$ cat src/rtl/fir_frame_sequencer.sv
`timescale 1ns/1ps
// fir_frame_sequencer
//   Frames an upstream AXI4-Stream into a FIR filter slave port. A frame of
//   cfg_frame_len samples is passed straight through (zero latency). With
//   FIR_SEQ_FLUSH_EN defined, TAPS-1 zero samples then follow to drain the
//   filter history, and f_axis_last marks the final flush beat. Without the
//   macro, the frame ends on its last data beat, which carries f_axis_last.
//
// Ports
//   axi_clk, axi_reset_n        clock, async active-low reset
//   cfg_frame_len/start/abort   frame control (length latched on accepted start)
//   busy, done, cfg_err         status; done/cfg_err are one-cycle pulses
//   s_axis_*                    upstream AXI4-S slave
//   f_axis_*                    AXI4-S master into the FIR
//   frame_cnt                   completed frames since reset (wraps)
//
// Build option: FIR_SEQ_FLUSH_EN (enables the FLUSH state)
module fir_frame_sequencer #(
  parameter int unsigned DATA_INPUT = 16,
  parameter int unsigned LEN_W      = 16,
  parameter int unsigned TAPS       = 8
) (
  input  logic                  axi_clk,
  input  logic                  axi_reset_n,
  input  logic [LEN_W-1:0]      cfg_frame_len,
  input  logic                  cfg_start,
  input  logic                  cfg_abort,
  output logic                  busy,
  output logic                  done,
  output logic                  cfg_err,
  input  logic                  s_axis_valid,
  input  logic [DATA_INPUT-1:0] s_axis_data,
  output logic                  s_axis_ready,
  output logic                  f_axis_valid,
  output logic [DATA_INPUT-1:0] f_axis_data,
  output logic                  f_axis_last,
  input  logic                  f_axis_ready,
  output logic [LEN_W-1:0]      frame_cnt
);

  // A flush needs at least one zero beat.
  if (TAPS < 2) begin : g_taps_check
    $error("fir_frame_sequencer: TAPS must be at least 2");
  end

`ifdef FIR_SEQ_FLUSH_EN
  typedef enum logic [1:0] {S_IDLE, S_RUN, S_FLUSH} state_e;
  localparam int unsigned FL_W = $clog2(TAPS + 1);
  localparam logic [FL_W-1:0] FLUSH_LAST = FL_W'(TAPS - 2);
  logic [FL_W-1:0] flush_q, flush_d;
`else
  typedef enum logic {S_IDLE, S_RUN} state_e;
`endif

  state_e           state_q, state_d;
  logic [LEN_W-1:0] len_q, len_d;
  logic [LEN_W-1:0] beat_q, beat_d;
  logic [LEN_W-1:0] frame_q, frame_d;
  logic             done_q, done_d;
  logic             err_q, err_d;
  logic             last_data;

  always_ff @(posedge axi_clk or negedge axi_reset_n) begin
    if (!axi_reset_n) begin
      state_q <= S_IDLE;
      len_q   <= '0;
      beat_q  <= '0;
      frame_q <= '0;
      done_q  <= 1'b0;
      err_q   <= 1'b0;
`ifdef FIR_SEQ_FLUSH_EN
      flush_q <= '0;
`endif
    end else begin
      state_q <= state_d;
      len_q   <= len_d;
      beat_q  <= beat_d;
      frame_q <= frame_d;
      done_q  <= done_d;
      err_q   <= err_d;
`ifdef FIR_SEQ_FLUSH_EN
      flush_q <= flush_d;
`endif
    end
  end

  assign last_data = (beat_q == len_q - 1'b1);

  always_comb begin
    state_d      = state_q;
    len_d        = len_q;
    beat_d       = beat_q;
    frame_d      = frame_q;
    done_d       = 1'b0;
    err_d        = 1'b0;
    s_axis_ready = 1'b0;
    f_axis_valid = 1'b0;
    f_axis_data  = '0;
    f_axis_last  = 1'b0;
`ifdef FIR_SEQ_FLUSH_EN
    flush_d      = flush_q;
`endif
    case (state_q)
      S_IDLE: begin
        if (cfg_start) begin
          if (cfg_frame_len != '0) begin
            len_d   = cfg_frame_len;
            beat_d  = '0;
            state_d = S_RUN;
          end else begin
            err_d = 1'b1;
          end
        end
      end
      S_RUN: begin
        f_axis_valid = s_axis_valid;
        f_axis_data  = s_axis_data;
        s_axis_ready = f_axis_ready;
        if (s_axis_valid && f_axis_ready) begin
          beat_d = beat_q + 1'b1;
        end
`ifdef FIR_SEQ_FLUSH_EN
        if ((s_axis_valid && f_axis_ready && last_data) || cfg_abort) begin
          state_d = S_FLUSH;
          flush_d = '0;
        end
`else
        f_axis_last = last_data;
        // A completing beat and an abort both end the frame with done;
        // only the completing beat carries last.
        if ((s_axis_valid && f_axis_ready && last_data) || cfg_abort) begin
          state_d = S_IDLE;
          done_d  = 1'b1;
          frame_d = frame_q + 1'b1;
        end
`endif
      end
`ifdef FIR_SEQ_FLUSH_EN
      S_FLUSH: begin
        // valid held high until every zero beat is taken
        f_axis_valid = 1'b1;
        f_axis_last  = (flush_q == FLUSH_LAST);
        if (f_axis_ready) begin
          if (flush_q == FLUSH_LAST) begin
            state_d = S_IDLE;
            done_d  = 1'b1;
            frame_d = frame_q + 1'b1;
          end else begin
            flush_d = flush_q + 1'b1;
          end
        end
      end
`endif
      default: state_d = S_IDLE;
    endcase
  end

  assign busy      = (state_q != S_IDLE);
  assign done      = done_q;
  assign cfg_err   = err_q;
  assign frame_cnt = frame_q;

endmodule

$ cat config.mk
export PLATFORM = sky130hd
export DESIGN_NAME = fir_frame_sequencer
export DESIGN_NICKNAME = d
export VERILOG_FILES = /design/src/rtl/fir_frame_sequencer.sv
export SDC_FILE = /design/constraint.sdc
export NUM_CORES = 1
export LEC_CHECK = 0
export CAP_MARGIN = 20
export CORE_ASPECT_RATIO = 0.8
export CORE_MARGIN = 2
export CORE_UTILIZATION = 57
export DETAILED_ROUTE_END_ITERATION = 7
export DONT_BUFFER_PORTS = 1
export GPL_TIMING_DRIVEN = 1
export MAX_ROUTING_LAYER = met4
export PLACE_DENSITY = 0.74
export SLEW_MARGIN = 10
export SYNTH_ARGS = -nofsm -noshare
export SYNTH_HDL_FRONTEND = slang
export SYNTH_SLANG_ARGS = --single-unit
$ cat constraint.sdc
create_clock -name axi_clk -period 2.9 [get_ports axi_clk]
set_input_delay 0.58 -clock axi_clk [delete_from_list [all_inputs] [get_ports axi_clk]]
set_output_delay 0.58 -clock axi_clk [all_outputs]
set_load 0.1 [all_outputs]
==> results.json, run 1 <==
{
  "syn-mean-instance-area_sq_um": 9.59,
  "placed_area_sq_mm": 0.00351,
  "num-nets-final": 416,
  "hpwl_um": 5550,
  "yosysSeqAreaShare_pct": 41.9,
  "die_h_um": 69.4,
  "synth_edf_count": 0,
  "cts_max_level": 2,
  "route.detailed.drc": 8,
  "ir_worst_vdd_mv": 0.653,
  "criticalPathCategory": "reg -> out",
  "timing.final.ws_setup_ns": -0.345,
  "hold_path_class": "in -> async",
  "fillers": 324,
  "cts_tree": "yes",
  "whs_ns": 0.111,
  "grt_max_degree": 52,
  "required_ns": 2.32,
  "yosysUniqueCellTypes": 52,
  "post-route-min-period_ns": 3.25,
  "via_per_inst": 6.29,
  "drt-initial-drc-count": 328,
  "ios": 76,
  "slew_headroom_pct": 35.7,
  "grt_overflow": 0,
  "portBuffers": 0,
  "dr.pass1.iters": 8,
  "synthTopCellsByArea": "dfrtp_1, xor2_1, mux2_2",
  "grt_pass1_wl_um": 12800,
  "leakage_nw": 1.86,
  "syn_area_sq_mm": 0.00305,
  "fin_area_sq_mm": 0.00395,
  "finalPower_mw": 2.69,
  "drive_above_1_share_pct": 33.2,
  "place.gp.congestion": 0.925,
  "rows": 23,
  "ant_nets": 0,
  "period_share_pct": 112,
  "cts_inserted_buffers": 5,
  "grtUsageTotal_pct": 28.1,
  "setup_viol": 16,
  "clk_latency_ns": 0.30,
  "antennaDiodeCount": 0,
  "start_util_pct": 59.9,
  "synth_warnings": 0,
  "clkTransAtPathRegs_ns": 0.10,
  "synth.most_common_cell": "dfrtp_1",
  "tightest_slew_ns": 0.964,
  "synth_nets": 359,
  "rsz0062_at_grt": "true",
  "clock_skew_ns": 0.00492,
  "clockRootBuffer": "clkbuf_8",
  "syn_to_final_growth_pct": 29.7,
  "endpoint_kind": "primary output",
  "clockBufferDepth": 2,
  "finalHoldViolCount": 0,
  "die_w_um": 85.8,
  "synthDominantCellAreaShare_pct": 41.9,
  "violations": "DRC, setup timing",
  "cp.arrival_ns": 2.67,
  "synthCells": 318,
  "dieArea_sq_mm": 0.00595,
  "synth.largest_area_cell": "dfrtp_1",
  "antenna_found_initial": 0,
  "vias": 2756,
  "grt_pass1_vias": 2568,
  "clock.fmax_ghz": 0.308,
  "wl_um": 8930,
  "synthFlopType": "dfrtp_1",
  "synth.ff_latch_count": 51,
  "status": "finished, violations left",
  "slew_viol_final": 0,
  "synthArstFlopShare_pct": 100,
  "ys_top_cells_by_count": "dfrtp_1, nand2_1, nor2_1, xor2_1, and2_1",
  "coreArea_sq_mm": 0.00509,
  "detail_route.wl_per_cell_um": 20.4,
  "cp_max_fo": 5,
  "start_kind": "flop",
  "cap_violations": 0,
  "clkSinkCount": 51,
  "power_density_mw_per_mm2": 680
}
[metal layers]
metal / part of all wire (%) / GRT usage, % / vias up / routed length, um
met1: 41 / 40.9 / 1325 / 3700
met2: 48 / 40.4 / 171 / 4250
li1: - / - / 1238 / -
met5: 0 / - / - / 0
met3: 9.0 / 5.95 / 22 / 807
met4: 1.9 / 6.70 / 0 / 174
[cells in the final DEF (no fill, tap or decap), types with 3 or more instances in the layout]
cell type / instances
buf_4: 58
dfrtp_1: 51
xor2_1: 24
nand2_1: 23
nor2_1: 21
nand3_1: 18
and2_1: 17
xnor2_1: 14
mux2_2: 14
nor4_4: 10
o21ai_0: 10
inv_1: 8
nand4_1: 7
a21oi_1: 7
clkbuf_8: 7
nor3_1: 6
or3_1: 6
and3_1: 5
nand2b_1: 4
nor4_1: 4
nor3_2: 3
ha_1: 3
buf_6: 3
[path summary, 6_finish.rpt]
check / to / cells after the start / slack, ns / from
max in group asynchronous: beat_q[6] / 1 / 2.55 / axi_reset_n
worst max-delay path: f_axis_last / 8 / -0.35 / len_q[0]
worst min-delay path: len_q[11] / 1 / 0.11 / axi_reset_n
min in group axi_clk: len_q[1] / 2 / 0.40 / cfg_frame_len[1]
worst min register to register: len_q[15] / 1 / 0.56 / len_q[15]
worst max register to register: frame_cnt[14] / 10 / -0.21 / len_q[8]
[critical path: stages (launching register included)]
cell and delay, ns:
dfrtp_1 0.40, or4_4 0.62, nor4_4 0.30, a41o_1 0.14, or3_4 0.14, nand2_2 0.06, nor4_4 0.32, and2_4 0.20
buf_12 0.17
[through the flow]
| step | instances | util (%) | TNS, ns | worst slack (ns) |
|---|---|---|---|---|
| after global placement | 423 | 68.9 | -0.120 | -0.120 |
| after global routing | 438 | 77.6 | -3.16 | -0.428 |
| after CTS | 432 | 72.7 | -0.241 | -0.241 |
| after floorplan | 318 | - | -0.0468 | -0.0468 |
| final | 438 | 77.6 | -2.13 | -0.345 |
| after detailed placement | 423 | 68.9 | -0.538 | -0.180 |
[report_power, final]
group | switching, mW | internal [mW]
registers | 0.101 | 0.806
logic | 0.916 | 0.404
clock network | 0.243 | 0.218
[cells by family (layout without fill, tap and decap cells)]
kind of cell / after synthesis / in the layout / share of synthesized area (%)
flops: 51 / 51 / 41.9
xor+xnor: 39 / 39 / 11.7
fa+ha+maj: 3 / 3 / 1.23
simple gates: 156 / 156 / 30.0
compound gates: 33 / 34 / 7.14
buf+inv: 22 / 79 / 3.00
mux: 14 / 14 / 5.17
[state kept, by name, indices dropped and copies added (netlist names)]
| name | flops |
|---|---|
| beat_q | 16 |
| busy | 1 |
| cfg_err | 1 |
| done | 1 |
| frame_cnt | 16 |
| len_q | 16 |
[area by class of cell]
| cell class | instances | area (sq um) | share of cell area, % |
|---|---|---|---|
| Sequential cell | 51 | 1280 | 32.3 |
| Multi-Input combinational cell | 246 | 1950 | 49.3 |
| Clock buffer | 7 | 96.3 | 2.44 |
| Clock inverter | 1 | 7.51 | 0.190 |
| Tap cell | 62 | 77.6 | 1.96 |
| Inverter | 8 | 30.0 | 0.759 |
| Timing Repair Buffer | 63 | 517 | 13.1 |
[what timing repair did]
action	in CTS	in global routing
hold buffers	1	0
setup buffers	0	5
endpoints found under the hold margin	51	0
endpoints found under the setup margin	10	11
pin swaps	0	17
gates cloned	0	1
resized for setup	11	33
No activity file was read; power rests on OpenSTA's default activity.
==> run 2: changes to the inputs <==
--- a/config.mk
+++ b/config.mk
@@ -11,6 +11,7 @@
 export CORE_UTILIZATION = 57
 export DETAILED_ROUTE_END_ITERATION = 7
 export DONT_BUFFER_PORTS = 1
+export GPL_ROUTABILITY_DRIVEN = 0
 export GPL_TIMING_DRIVEN = 1
 export MAX_ROUTING_LAYER = met4
 export PLACE_DENSITY = 0.74
==> constraint.sdc (replaced) <==
create_clock -name axi_clk -period 2.9 [get_ports axi_clk]
set_input_delay 0.58 -clock axi_clk [delete_from_list [all_inputs] [get_ports axi_clk]]
set_output_delay 0.58 -clock axi_clk [all_outputs]
set_load 0.05 [all_outputs]
==> run 2 against run 1 <==
Effect of this change: the flow still finishes with violations (DRC, setup timing); die area unchanged; via count down 6.7%; power down 16%; clock skew up 0.0032 ns; sequential cell count unchanged; first-iteration DRC count down 32%; design area down 8.2%; global-route usage down 1.3 points; fmax up 3.3%; routed wire length down 14%; non-clock buffer count down 37; critical path depth up 1.
==> results.json, run 2 (same netlist as run 1, synthesis figures left out) <==
{
  "status": "finished, violations left",
  "violations": "DRC, setup timing",
  "finalPower_mw": 2.24,
  "clkPwrFrac_pct": 18.2,
  "clock.fmax_ghz": 0.318,
  "hpwl_um": 5310,
  "grt_overflow": 0,
  "slew_viol_final": 0,
  "cts_inserted_buffers": 5,
  "clk_latency_ns": 0.30,
  "ios": 76,
  "r2r.worst_path.cells": 9,
  "tightest_slew_ns": 0.686,
  "drt-initial-drc-count": 222,
  "drive_above_1_share_pct": 25.4,
  "grtUsageTotal_pct": 26.8,
  "clock_skew_ns": 0.00816,
  "die_h_um": 69.4,
  "antenna_found_initial": 0,
  "r2r_start": "len_q[10]",
  "portBuffers": 0,
  "period_share_pct": 108,
  "required_ns": 2.32,
  "finalHoldViolCount": 0,
  "crit_buf_inv": 2,
  "setup_viol": 11,
  "r2r_end": "frame_cnt[10]",
  "grt_pass1_wl_um": 12100,
  "cts_max_level": 2,
  "cp.arrival_ns": 2.56,
  "path_cells": "or4_4 > nor3_4 > buf_4 > a21o_1 > o311a_1 > nand2_1 > nor4_2 > and2_4 > buf_12",
  "vias": 2572,
  "r2r_slack_ns": -0.13,
  "cp_max_fo": 2,
  "finish.utilization_pct": 71.3,
  "regArea_sq_mm": 0.00128,
  "swShare_pct": 42.7,
  "post-place-ws_ns": -0.166,
  "via_per_inst": 6.43,
  "final_common_cell": "dfrtp_1",
  "intPower_mw": 1.29,
  "ir_worst_vdd_mv": 0.582,
  "die_w_um": 85.8,
  "cap_violations": 0,
  "rows": 23,
  "clkSinkCount": 51,
  "route.detailed.drc": 8,
  "antennaDiodeCount": 0,
  "timing.final.ws_setup_ns": -0.242,
  "grt_pass1_vias": 2317,
  "cts_tree": "yes",
  "cp_slowest_stage_delay_ns": 0.58,
  "syn_to_final_growth_pct": 19.0,
  "start_util_pct": 59.9,
  "rsz0062_at_grt": "true",
  "clockRootBuffer": "clkbuf_8",
  "critPathTopFamily": "simple AND/OR/NAND/NOR gates",
  "start_kind": "flop",
  "fillers": 359,
  "multi_input_area_sq_mm": 0.00192,
  "criticalPathCategory": "reg -> out",
  "coreArea_sq_mm": 0.00509,
  "ant_nets": 0,
  "clkTransAtPathRegs_ns": 0.09,
  "grt_max_degree": 52,
  "wl_um": 7710,
  "num-nets-final": 378,
  "post-route-min-period_ns": 3.14,
  "power_density_mw_per_mm2": 618,
  "slew_headroom_pct": 53.8,
  "most-common-layout-cells": "dfrtp_1, nand2_1, xor2_1, buf_4, nor2_1",
  "pwr-share-comb_pct": 35.5,
  "clockBufferDepth": 2,
  "dr.pass1.iters": 7,
  "whs_ns": 0.102,
  "dieArea_sq_mm": 0.00595,
  "switching_power_mw": 0.959,
  "detail_route.wl_per_cell_um": 19.3,
  "seqPwrFrac_pct": 46.3,
  "hold_path_class": "in -> async",
  "crit_slowest_cell": "or4_4",
  "endpoint_kind": "primary output",
  "leakage_nw": 1.65
}
-- run 2: worst max path at each step --
stage / endpoint / startpoint / cells past startpoint / slack (ns)
after detailed placement: frame_cnt[14] / len_q[1] / 10 / -0.17
after global placement: frame_cnt[14] / len_q[0] / 10 / 0.02
after floorplan: frame_cnt[15] / len_q[0] / 11 / 0.1
after CTS: f_axis_last / len_q[1] / 8 / -0.15
final: f_axis_last / len_q[10] / 9 / -0.24
after global routing: f_axis_last / len_q[0] / 9 / -0.33
-- run 2: stage by stage --
stage               cells  cell area [sq um]  TNS (ns)
floorplan             318               3050         0
global placement      384               3220         0
detailed placement    384               3220    -0.745
CTS                   396               3460    -0.158
global route          400               3630     -2.53
finish                400               3630     -1.05
-- run 2: worst register-to-register path, delay by kind of cell (launching register included) --
family,cells,cell delay (ns)
xor+xnor,1,0.23
simple gates,3,1.08
buf+inv,2,0.38
flops,1,0.39
compound gates,3,0.87
-- run 2: what timing repair did --
item / 4_1_cts / 5_1_grt
pin swaps: 4 / 9
hold buffers: 1 / 0
endpoints found under the setup margin: 11 / 13
cloned: 0 / 0
resized for setup: 19 / 22
buffers inserted: 3 / 4
endpoints found under the hold margin: 51 / 0
-- run 2: routing by layer --
layer	track usage (%)	part of all wire, %
met1	40.2	45
met2	37.2	45
met3	5.24	8.3
met4	7.05	1.7
met5	-	0
-- run 2: power by group through the flow --
stage | logic (mW) | clock network, mW | registers (mW)
after floorplan | 0.454 | 0 | 1.06
after global placement | 0.651 | 0 | 1.03
after detailed placement | 0.662 | 0 | 1.04
after CTS | 0.726 | 0.419 | 1.03
after global routing | 0.859 | 0.443 | 1.05
final | 0.798 | 0.409 | 1.04
-- run 2: layout make-up --
cell class	instances	share of cell area, %
sequential	51	35.2
tap	62	2.14
multi-input combinational	245	52.8
timing repair buffer	26	6.62
clock inverter	2	0.345
inverter	8	0.827
clock buffer	6	2.00
